<file path="src/rtl/cu_pkg.sv">
// rtl/cu_pkg.sv - shared opcodes, FSM states, control word and IR field positions for cu_sequencer
package cu_pkg;

    localparam int IR_W    = 16;

    // Instruction word field positions
    localparam int OPC_MSB = 15;
    localparam int OPC_LSB = 9;
    localparam int DR_MSB  = 8;
    localparam int DR_LSB  = 6;
    localparam int SA_MSB  = 5;
    localparam int SA_LSB  = 3;
    localparam int SB_MSB  = 2;
    localparam int SB_LSB  = 0;

    // Opcodes; register ops are the whole 000_xxxx group
    localparam logic [2:0] GRP_REG = 3'b000;
    localparam logic [6:0] OP_ADI  = 7'b100_0010;
    localparam logic [6:0] OP_LDI  = 7'b100_1100;
    localparam logic [6:0] OP_LD   = 7'b001_0000;
    localparam logic [6:0] OP_ST   = 7'b010_0000;
    localparam logic [6:0] OP_BRZ  = 7'b110_0000;
    localparam logic [6:0] OP_JMP  = 7'b111_0000;
    localparam logic [6:0] OP_HALT = 7'b111_1111;

    // Execution unit functions used by the decoder
    localparam logic [3:0] EU_MOVA = 4'b0000;
    localparam logic [3:0] EU_ADD  = 4'b0010;
    localparam logic [3:0] EU_MOVB = 4'b1100;

    typedef enum logic [1:0] {
        ST_FETCH,
        ST_EXEC,
        ST_MEM,
        ST_HALT
    } state_t;

    typedef struct packed {
        logic       reg_write;
        logic [2:0] rs_a;
        logic [2:0] rs_b;
        logic [2:0] rd;
        logic [2:0] constant_in;
        logic       mb;
        logic       md;
        logic [3:0] op_select;
    } ctrl_word_t;

    localparam ctrl_word_t CTRL_IDLE = '0;

endpackage

</file>
<file path="src/rtl/cu_decoder.sv">
// rtl/cu_decoder.sv - combinational IR to datapath control word and instruction class flags
//   ir       : instruction register contents
//   ctrl     : control word to present during EXEC
//   is_*     : instruction class flags used by the sequencer FSM
module cu_decoder
    import cu_pkg::*;
(
    input  logic [IR_W-1:0] ir,
    output ctrl_word_t      ctrl,
    output logic            is_ld,
    output logic            is_st,
    output logic            is_brz,
    output logic            is_jmp,
    output logic            is_halt
);

    logic [6:0] opc;
    logic [2:0] dr;
    logic [2:0] sa;
    logic [2:0] sb;

    assign opc = ir[OPC_MSB:OPC_LSB];
    assign dr  = ir[DR_MSB:DR_LSB];
    assign sa  = ir[SA_MSB:SA_LSB];
    assign sb  = ir[SB_MSB:SB_LSB];

    always_comb begin
        ctrl             = CTRL_IDLE;
        ctrl.rs_a        = sa;
        ctrl.rs_b        = sb;
        ctrl.rd          = dr;
        ctrl.constant_in = sb;
        is_ld            = 1'b0;
        is_st            = 1'b0;
        is_brz           = 1'b0;
        is_jmp           = 1'b0;
        is_halt          = 1'b0;

        if (opc[6:4] == GRP_REG) begin
            ctrl.op_select = opc[3:0];
            ctrl.reg_write = 1'b1;
        end else begin
            case (opc)
                OP_ADI: begin
                    ctrl.mb        = 1'b1;
                    ctrl.op_select = EU_ADD;
                    ctrl.reg_write = 1'b1;
                end
                OP_LDI: begin
                    ctrl.mb        = 1'b1;
                    ctrl.op_select = EU_MOVB;
                    ctrl.reg_write = 1'b1;
                end
                OP_LD:   is_ld   = 1'b1;
                OP_ST:   is_st   = 1'b1;
                OP_BRZ: begin
                    // MOVA passes R[SA] through the EU so dp_zero reflects it
                    is_brz         = 1'b1;
                    ctrl.op_select = EU_MOVA;
                end
                OP_JMP:  is_jmp  = 1'b1;
                OP_HALT: is_halt = 1'b1;
                default: ;
            endcase
        end
    end

endmodule

</file>
<file path="src/rtl/cu_sequencer.sv">
// rtl/cu_sequencer.sv - multi-cycle fetch/exec/mem/halt control unit driving dp_top
//   clk, rst                 : clock, synchronous active-high reset
//   mem_*                    : single-port memory request/ack handshake
//   regWrite..data_in        : datapath control word to dp_top
//   dp_address_out, dp_data_out, dp_zero : datapath status from dp_top
//   pc, halted               : status
module cu_sequencer
    import cu_pkg::*;
#(
    parameter int                   BUS_WIDTH = 16,
    parameter logic [BUS_WIDTH-1:0] RESET_PC  = '0
)(
    input  logic                 clk,
    input  logic                 rst,
    output logic                 mem_req,
    output logic                 mem_we,
    output logic [BUS_WIDTH-1:0] mem_addr,
    output logic [BUS_WIDTH-1:0] mem_wdata,
    input  logic [BUS_WIDTH-1:0] mem_rdata,
    input  logic                 mem_ack,
    output logic                 regWrite,
    output logic [2:0]           rsA,
    output logic [2:0]           rsB,
    output logic [2:0]           rd,
    output logic [2:0]           constant_in,
    output logic                 MB,
    output logic                 MD,
    output logic [3:0]           op_select,
    output logic [BUS_WIDTH-1:0] data_in,
    input  logic [BUS_WIDTH-1:0] dp_address_out,
    input  logic [BUS_WIDTH-1:0] dp_data_out,
    input  logic                 dp_zero,
    output logic [BUS_WIDTH-1:0] pc,
    output logic                 halted
);

    state_t               state_q, state_d;
    logic [BUS_WIDTH-1:0] pc_q, pc_d;
    logic [BUS_WIDTH-1:0] ir_q, ir_d;
    logic [BUS_WIDTH-1:0] br_off;
    ctrl_word_t           dec_ctrl, ctrl;
    logic                 is_ld, is_st, is_brz, is_jmp, is_halt;

    cu_decoder u_decoder (
        .ir      (ir_q[IR_W-1:0]),
        .ctrl    (dec_ctrl),
        .is_ld   (is_ld),
        .is_st   (is_st),
        .is_brz  (is_brz),
        .is_jmp  (is_jmp),
        .is_halt (is_halt)
    );

    // 6-bit branch offset {DR,SB}, sign-extended to the PC width
    assign br_off = {{(BUS_WIDTH-6){ir_q[DR_MSB]}}, ir_q[DR_MSB:DR_LSB], ir_q[SB_MSB:SB_LSB]};

    always_comb begin
        state_d   = state_q;
        pc_d      = pc_q;
        ir_d      = ir_q;
        ctrl      = CTRL_IDLE;
        mem_req   = 1'b0;
        mem_we    = 1'b0;
        mem_addr  = '0;
        mem_wdata = '0;
        data_in   = '0;

        case (state_q)
            ST_FETCH: begin
                mem_req  = 1'b1;
                mem_addr = pc_q;
                if (mem_ack) begin
                    ir_d    = mem_rdata;
                    pc_d    = pc_q + BUS_WIDTH'(1);
                    state_d = ST_EXEC;
                end
            end
            ST_EXEC: begin
                ctrl = dec_ctrl;
                // pc_q already points past this instruction
                if (is_brz && dp_zero) begin
                    pc_d = pc_q + br_off;
                end else if (is_jmp) begin
                    pc_d = dp_address_out;
                end
                if (is_ld || is_st) begin
                    state_d = ST_MEM;
                end else if (is_halt) begin
                    state_d = ST_HALT;
                end else begin
                    state_d = ST_FETCH;
                end
            end
            ST_MEM: begin
                // Selects held so the address/store data from dp_top stay stable across waits
                mem_req   = 1'b1;
                mem_addr  = dp_address_out;
                ctrl.rs_a = dec_ctrl.rs_a;
                ctrl.rs_b = dec_ctrl.rs_b;
                if (is_ld) begin
                    ctrl.md        = 1'b1;
                    ctrl.rd        = dec_ctrl.rd;
                    ctrl.reg_write = mem_ack;
                    data_in        = mem_rdata;
                end else begin
                    mem_we    = 1'b1;
                    mem_wdata = dp_data_out;
                end
                if (mem_ack) begin
                    state_d = ST_FETCH;
                end
            end
            ST_HALT: ;
            default: state_d = ST_FETCH;
        endcase

        // Reset suppresses any register write or memory request in flight
        if (rst) begin
            ctrl.reg_write = 1'b0;
            mem_req        = 1'b0;
        end
    end

    always_ff @(posedge clk) begin
        if (rst) begin
            state_q <= ST_FETCH;
            pc_q    <= RESET_PC;
            ir_q    <= '0;
        end else begin
            state_q <= state_d;
            pc_q    <= pc_d;
            ir_q    <= ir_d;
        end
    end

    assign regWrite    = ctrl.reg_write;
    assign rsA         = ctrl.rs_a;
    assign rsB         = ctrl.rs_b;
    assign rd          = ctrl.rd;
    assign constant_in = ctrl.constant_in;
    assign MB          = ctrl.mb;
    assign MD          = ctrl.md;
    assign op_select   = ctrl.op_select;
    assign pc          = pc_q;
    assign halted      = (state_q == ST_HALT);

endmodule
</file>
<file path="config.mk">
export PLATFORM = sky130hd
export DESIGN_NAME = cu_sequencer
export DESIGN_NICKNAME = d
export VERILOG_FILES = /design/src/rtl/cu_pkg.sv /design/src/rtl/cu_decoder.sv /design/src/rtl/cu_sequencer.sv
export SDC_FILE = /design/constraint.sdc
export NUM_CORES = 1
export LEC_CHECK = 0
export BUFFER_PORTS_ARGS = -buffer_cell sky130_fd_sc_hd__buf_2
export CELL_PAD_IN_SITES_DETAIL_PLACEMENT = 0
export CELL_PAD_IN_SITES_GLOBAL_PLACEMENT = 2
export CORE_ASPECT_RATIO = 1.2
export CORE_MARGIN = 1.5
export CORE_UTILIZATION = 25
export CTS_CLUSTER_SIZE = 24
export DETAILED_ROUTE_END_ITERATION = 10
export PLACE_DENSITY_LB_ADDON = 0.1
export SYNTH_ARGS = -nofsm -noshare
export SYNTH_HDL_FRONTEND = slang
export SYNTH_SLANG_ARGS = --single-unit
export TNS_END_PERCENT = 30
</file>
<file path="constraint.sdc">
create_clock -name clk -period 2.7 [get_ports clk]
set_input_delay 0.54 -clock clk [delete_from_list [all_inputs] [get_ports clk]]
set_output_delay 0.54 -clock clk [all_outputs]
set_load 0.1 [all_outputs]
</file>
# Yosys cells after proc, flatten, opt, wreduce, memory -nomap -nowiden

Cells that the tools add are included.

Output and inout bits: 86
Register bits: 34
Logic and storage cells: 70
Input bits: 52

Equality and inequality tests: 13
Reduce and logical (&&, ||, !) cells: 11
Muxes and demuxes: 41
$add $sub $neg: 2

Operators with widths:

| cell                    | count |
|---|---|
| $mux W16                | 7 |
| $pmux W16 S2            | 2 |
| $eq A7 B7 Y1 const B    | 5 |
| $mux W1                 | 21 |
| $pmux W10 S2            | 1 |
| $add A16 B1 Y16 const B | 1 |
| $add A16 B16 Y16        | 1 |
| $mux W4                 | 3 |
| $mux W2                 | 4 |
| $pmux W4 S2             | 1 |
| $eq A7 B5 Y1 const B    | 1 |
| $eq A7 B6 Y1 const B    | 1 |
| $pmux W2 S3             | 1 |
| $reduce_and A3 Y1       | 2 |
| $eq A2 B2 Y1 const B    | 2 |
| $ne A2 B2 Y1 const B    | 2 |
| $reduce_or A2 Y1        | 2 |
| $logic_not A3 Y1        | 1 |
| $mux W3                 | 1 |
| $ne A3 B3 Y1 const B    | 1 |
| $reduce_bool A3 Y1      | 1 |
| $eq A2 B1 Y1 const B    | 1 |
| $logic_not A2 Y1        | 1 |
| $reduce_and A2 Y1       | 1 |
| 3 further kinds         | 3 |

# Longest topological paths before layout

Depth in word-level cells: 6
Gate-level depth with buffers: 9
Mapped depth without buffers: 9

# By module

From an unflattened synthesis, not the netlist that was laid out.

Cells, all modules: 488
Area total of the unflattened synthesis: 3518.4 µm²

Modules (own cells, without submodules):

| module       | seq. area each (µm²) | area each (µm²) | cells each | instances |
|---|---|---|---|---|
| cu_sequencer | 680.7                | 3230.6          | 453        | 1 |
| cu_decoder   | 0.0                  | 287.8           | 35         | 1 |

# Worst setup path after synthesis

OpenSTA, ideal clock, no wires.

Kind: reg-to-output
From: register ir_q[13]
To: output port regWrite
Data arrival time: 4.168 ns
Path buffers: 1
Stages on the path, launching flop included: 6
Data required time: 2.160 ns
Slack: -2.008 ns
Cells stage by stage: dfxtp_1 buf_1 nor4b_1 and3_1 a221oi_1 nor3b_1

Longest elaborated chain between the ends: 6
Elaborated cells on any way between the ends: 12

Ends and longest elaborated chain:

| what                                                | RTL line                              | source |
|---|---|---|
| from (decl)                                         | cu_sequencer.sv:39                    | `logic [BUS_WIDTH-1:0] ir_q, ir_d;` |
| from (signal assigned)                              | cu_sequencer.sv:132                   | `ir_q <= ir_d;` |
| $eq A7 B5 Y1 / $eq A7 B7 Y1 (equally long branches) | cu_decoder.sv:43                      | `case (opc)` |
| $mux W1 / $reduce_or A2 Y1 (equally long branches)  | n/a                                   |  |
| $mux W1, on equally long branches                   | cu_decoder.sv:39, cu_decoder.sv:43    |  |
| $mux W1, on equally long branches                   | cu_sequencer.sv:100, cu_decoder.sv:39 |  |
| $pmux W10 S2 (*)                                    | cu_sequencer.sv:68                    | `case (state_q)` |
| $mux W1 (*)                                         | cu_sequencer.sv:118                   | `if (rst) begin` |
| to (decl)                                           | cu_sequencer.sv:21                    | `output logic regWrite,` |

Every way passes the cells marked *; elsewhere a longest branch is shown, timed or not.

# Worst setup path in the final report

From: register state_q[1]
To: output port rsB[0]

Longest elaborated chain between the ends: 2
Elaborated cells on any way between the ends: 3

Ends and longest elaborated chain:

| what                                                | RTL line            | source |
|---|---|---|
| from (decl)                                         | cu_sequencer.sv:37  | `state_t state_q, state_d;` |
| from (signal assigned)                              | cu_sequencer.sv:130 | `state_q <= state_d;` |
| $eq A2 B2 Y1 / $eq A2 B1 Y1 (equally long branches) | cu_sequencer.sv:68  |  |
| $pmux W10 S2 (*)                                    | cu_sequencer.sv:68  |  |
| to (decl)                                           | cu_sequencer.sv:23  | `output logic [2:0] rsB,` |

Marks and branches as above.

==> impl_metrics.toml <==
[logic_synthesis]
synth_common_cells = "nand2_1, and2_1, a21oi_1, nor2_1, dfxtp_1"
synth-seq-cells = 34
synth_area_leader_cell = "dfxtp_1"
yosysUniqueCellTypes = 71
synthesis.area_um2 = 3270
synth_edf_count = 0
async_flop_share_pct = 0
avgSynthCellArea_um2 = 7.09
synth_top_area_share_pct = 20.8
yosysWarnings = 0
synth_ff_type = "dfxtp_1"
syn_nets = 534
ys_top_cells_by_area = "dfxtp_1, and2_1, ha_1, nand2_1, a21oi_1"
yosysMostFrequentCell = "nand2_1"
synth_cells = 461
ys_seq_area_share_pct = 20.8

[cells_and_area]
area.growth.synth_to_final_pct = 60.6
diodes = 0
fillCellCount = 1353
drive_above_1_share_pct = 35.3
nets = 679

[placed_design]
dp_slack_ps = 300
dpl.hpwl_mm = 10.0
gp_congestion = 0.845
io_buffers = 137

[clock_tree]
cts_sinks = 34
cts_buffer_depth = 2
cts_hold_buf = 0
root_buffer = "clkbuf_16"
cts_tree = "done"
numCtsBuffers = 5
h-tree-depth = 2
path_clk_slew_ps = 60
clock_latency_ps = 280

[grt]
grt_pass1_wl_mm = 20.4
grt_overflow = 0
grt_max_degree = 31
grt_use_total_pct = 18.8
grt_pass1_vias = 3796
antenna_found_initial = 0

[die]
dieArea_um2 = 13800
start_util_pct = 25.7
die_y_um = 128
rows = 45
core_area_um2 = 12700
num_io_pins = 138
die_w_um = 107

[min_path]
hold_path_class = "reg2reg"

[routing]
wire_per_inst_um = 16.6
remaining_drc_errors = 0
viasPerCell = 5.04
ant_nets = 0
vias = 3884
wirelength_mm = 12.8
drtIter0Drc = 108
firstDrtPassIters = 4

[timing]
fin_skew_ps = 7.57
final_hold_viol_count = 0
maxSlewViolCount = 0
rsz0062_at_grt = "yes"
hold-worst-slack_ps = 451
clock.fmax_mhz = 387
fin_ws_ps = 114
fin_crit_ps = 2590
setup_viol = 0
slew_headroom_pct = 66.5
tns_ps = 0
fin_crit_sh_pct = 95.8
worst_slew_pin_slew_ps = 507

[worst_setup_path]
critPathKind = "reg2out"
crit_required_ps = 2160
crit_path_end_kind = "output port"
critPathMaxFanout = 20
worstPathArrival_ps = 2050
startpoint_type = "register"

[power_and_ir_drop]
p_switching_uw = 810
clock_power_share_pct = 37.1
peakVddDrop_mv = 0.194
finalPower_uw = 2090
pwr-share-comb_pct = 35.0
p_per_area_nw_per_um2 = 397
p_leak_uw = 0.00226
p_seq_share_pct = 28.0
swShare_pct = 38.8
p_int_uw = 1280

[flow_run]
drv_cap = 0

[outcome]
outcome = "complete, no violations"
[cell type report]
type                    instances  area, µm²  share of cell area (%)
multi-input cells             390       2510                    47.8
clock inverters                 3       68.8                    1.31
repair buffers                162       1610                    30.7
inverters                      13       48.8                   0.929
flip-flops and latches         34        681                    13.0
well taps                     164        205                    3.91
clock buffers                   5        125                    2.38
[through the flow]
stage	utilization (%)	cells	area, µm²
2_1_floorplan	-	461	3350
3_3_place_gp	39.7	763	5060
3_5_place_dp	39.7	763	5060
4_1_cts	41.3	771	5250
5_1_grt	41.3	771	5250
6_report	41.3	771	5250
[metal layers]
layer  up-vias  track usage (%)  routed length [µm]
met4         0             4.88                 206
met1      1828             23.8                5490
met3        12             2.34                 451
li1       1948                -                   -
met2        96             33.3                6690
met5         -                0                   0
[flip-flops by register name, indices dropped and copies added (netlist names)]
register and count:
ir_q 16, pc 16, state_q 2
[final timing paths]
kind                   start       to  slack (ps)  cells after the start
setup / recovery  state_q[1]   rsB[0]         110                      8
hold / removal       ir_q[3]  ir_q[3]         450                      2
setup reg to reg       pc[3]   pc[13]         270                      8
hold reg to reg      ir_q[3]  ir_q[3]         450                      2
[cells in the final DEF (no fill, tap or decap), drive strengths merged, types with 3 or more instances in the layout]
cell type	n
nand2	65
xor2	3
nor2	45
nor2b	6
o22ai	4
a31oi	3
nand3	12
nor3	13
a21o	4
o21a	4
a22o	18
o2111ai	3
dfxtp	34
o21ai	25
o311ai	3
nor4	3
a21oi	44
a211oi	3
clkbuf	5
buf	162
inv	13
xnor2	12
and3	9
ha	20
nand4	3
or2	3
and2	46
[critical path: stages, from the launching register on]
cell	delay, ps
dfxtp_1	360
inv_1	110
ha_2	310
buf_6	220
nor2_1	80
nor2b_1	170
buf_4	170
and2_1	170
buf_12	180
[power groups by stage]
| stage | Clock, µW | Combinational, µW | Sequential, µW |
|---|---|---|---|
| floorplan | 0 | 424 | 699 |
| global placement | 0 | 731 | 594 |
| detailed placement | 0 | 731 | 595 |
| CTS | 793 | 734 | 584 |
| global route | 813 | 787 | 590 |
| finish | 774 | 731 | 584 |
[logic make-up (layout without fill, tap and decap cells)]
family / count (synthesis) / in the layout / share of synthesized area (%)
compound gates: 137 / 137 / 28.0
simple gates: 214 / 214 / 33.2
buf+inv: 37 / 183 / 4.74
mux: 3 / 3 / 0.995
fa+ha+maj: 21 / 21 / 8.26
flops: 34 / 34 / 20.8
xor+xnor: 15 / 15 / 4.02
[what timing repair did]
action / in CTS / in global routing
gates resized for setup: 0 / 2
buffers inserted: 0 / 0
setup endpoints to repair: 0 / 10
No activity file was read; power rests on OpenSTA's default activity.
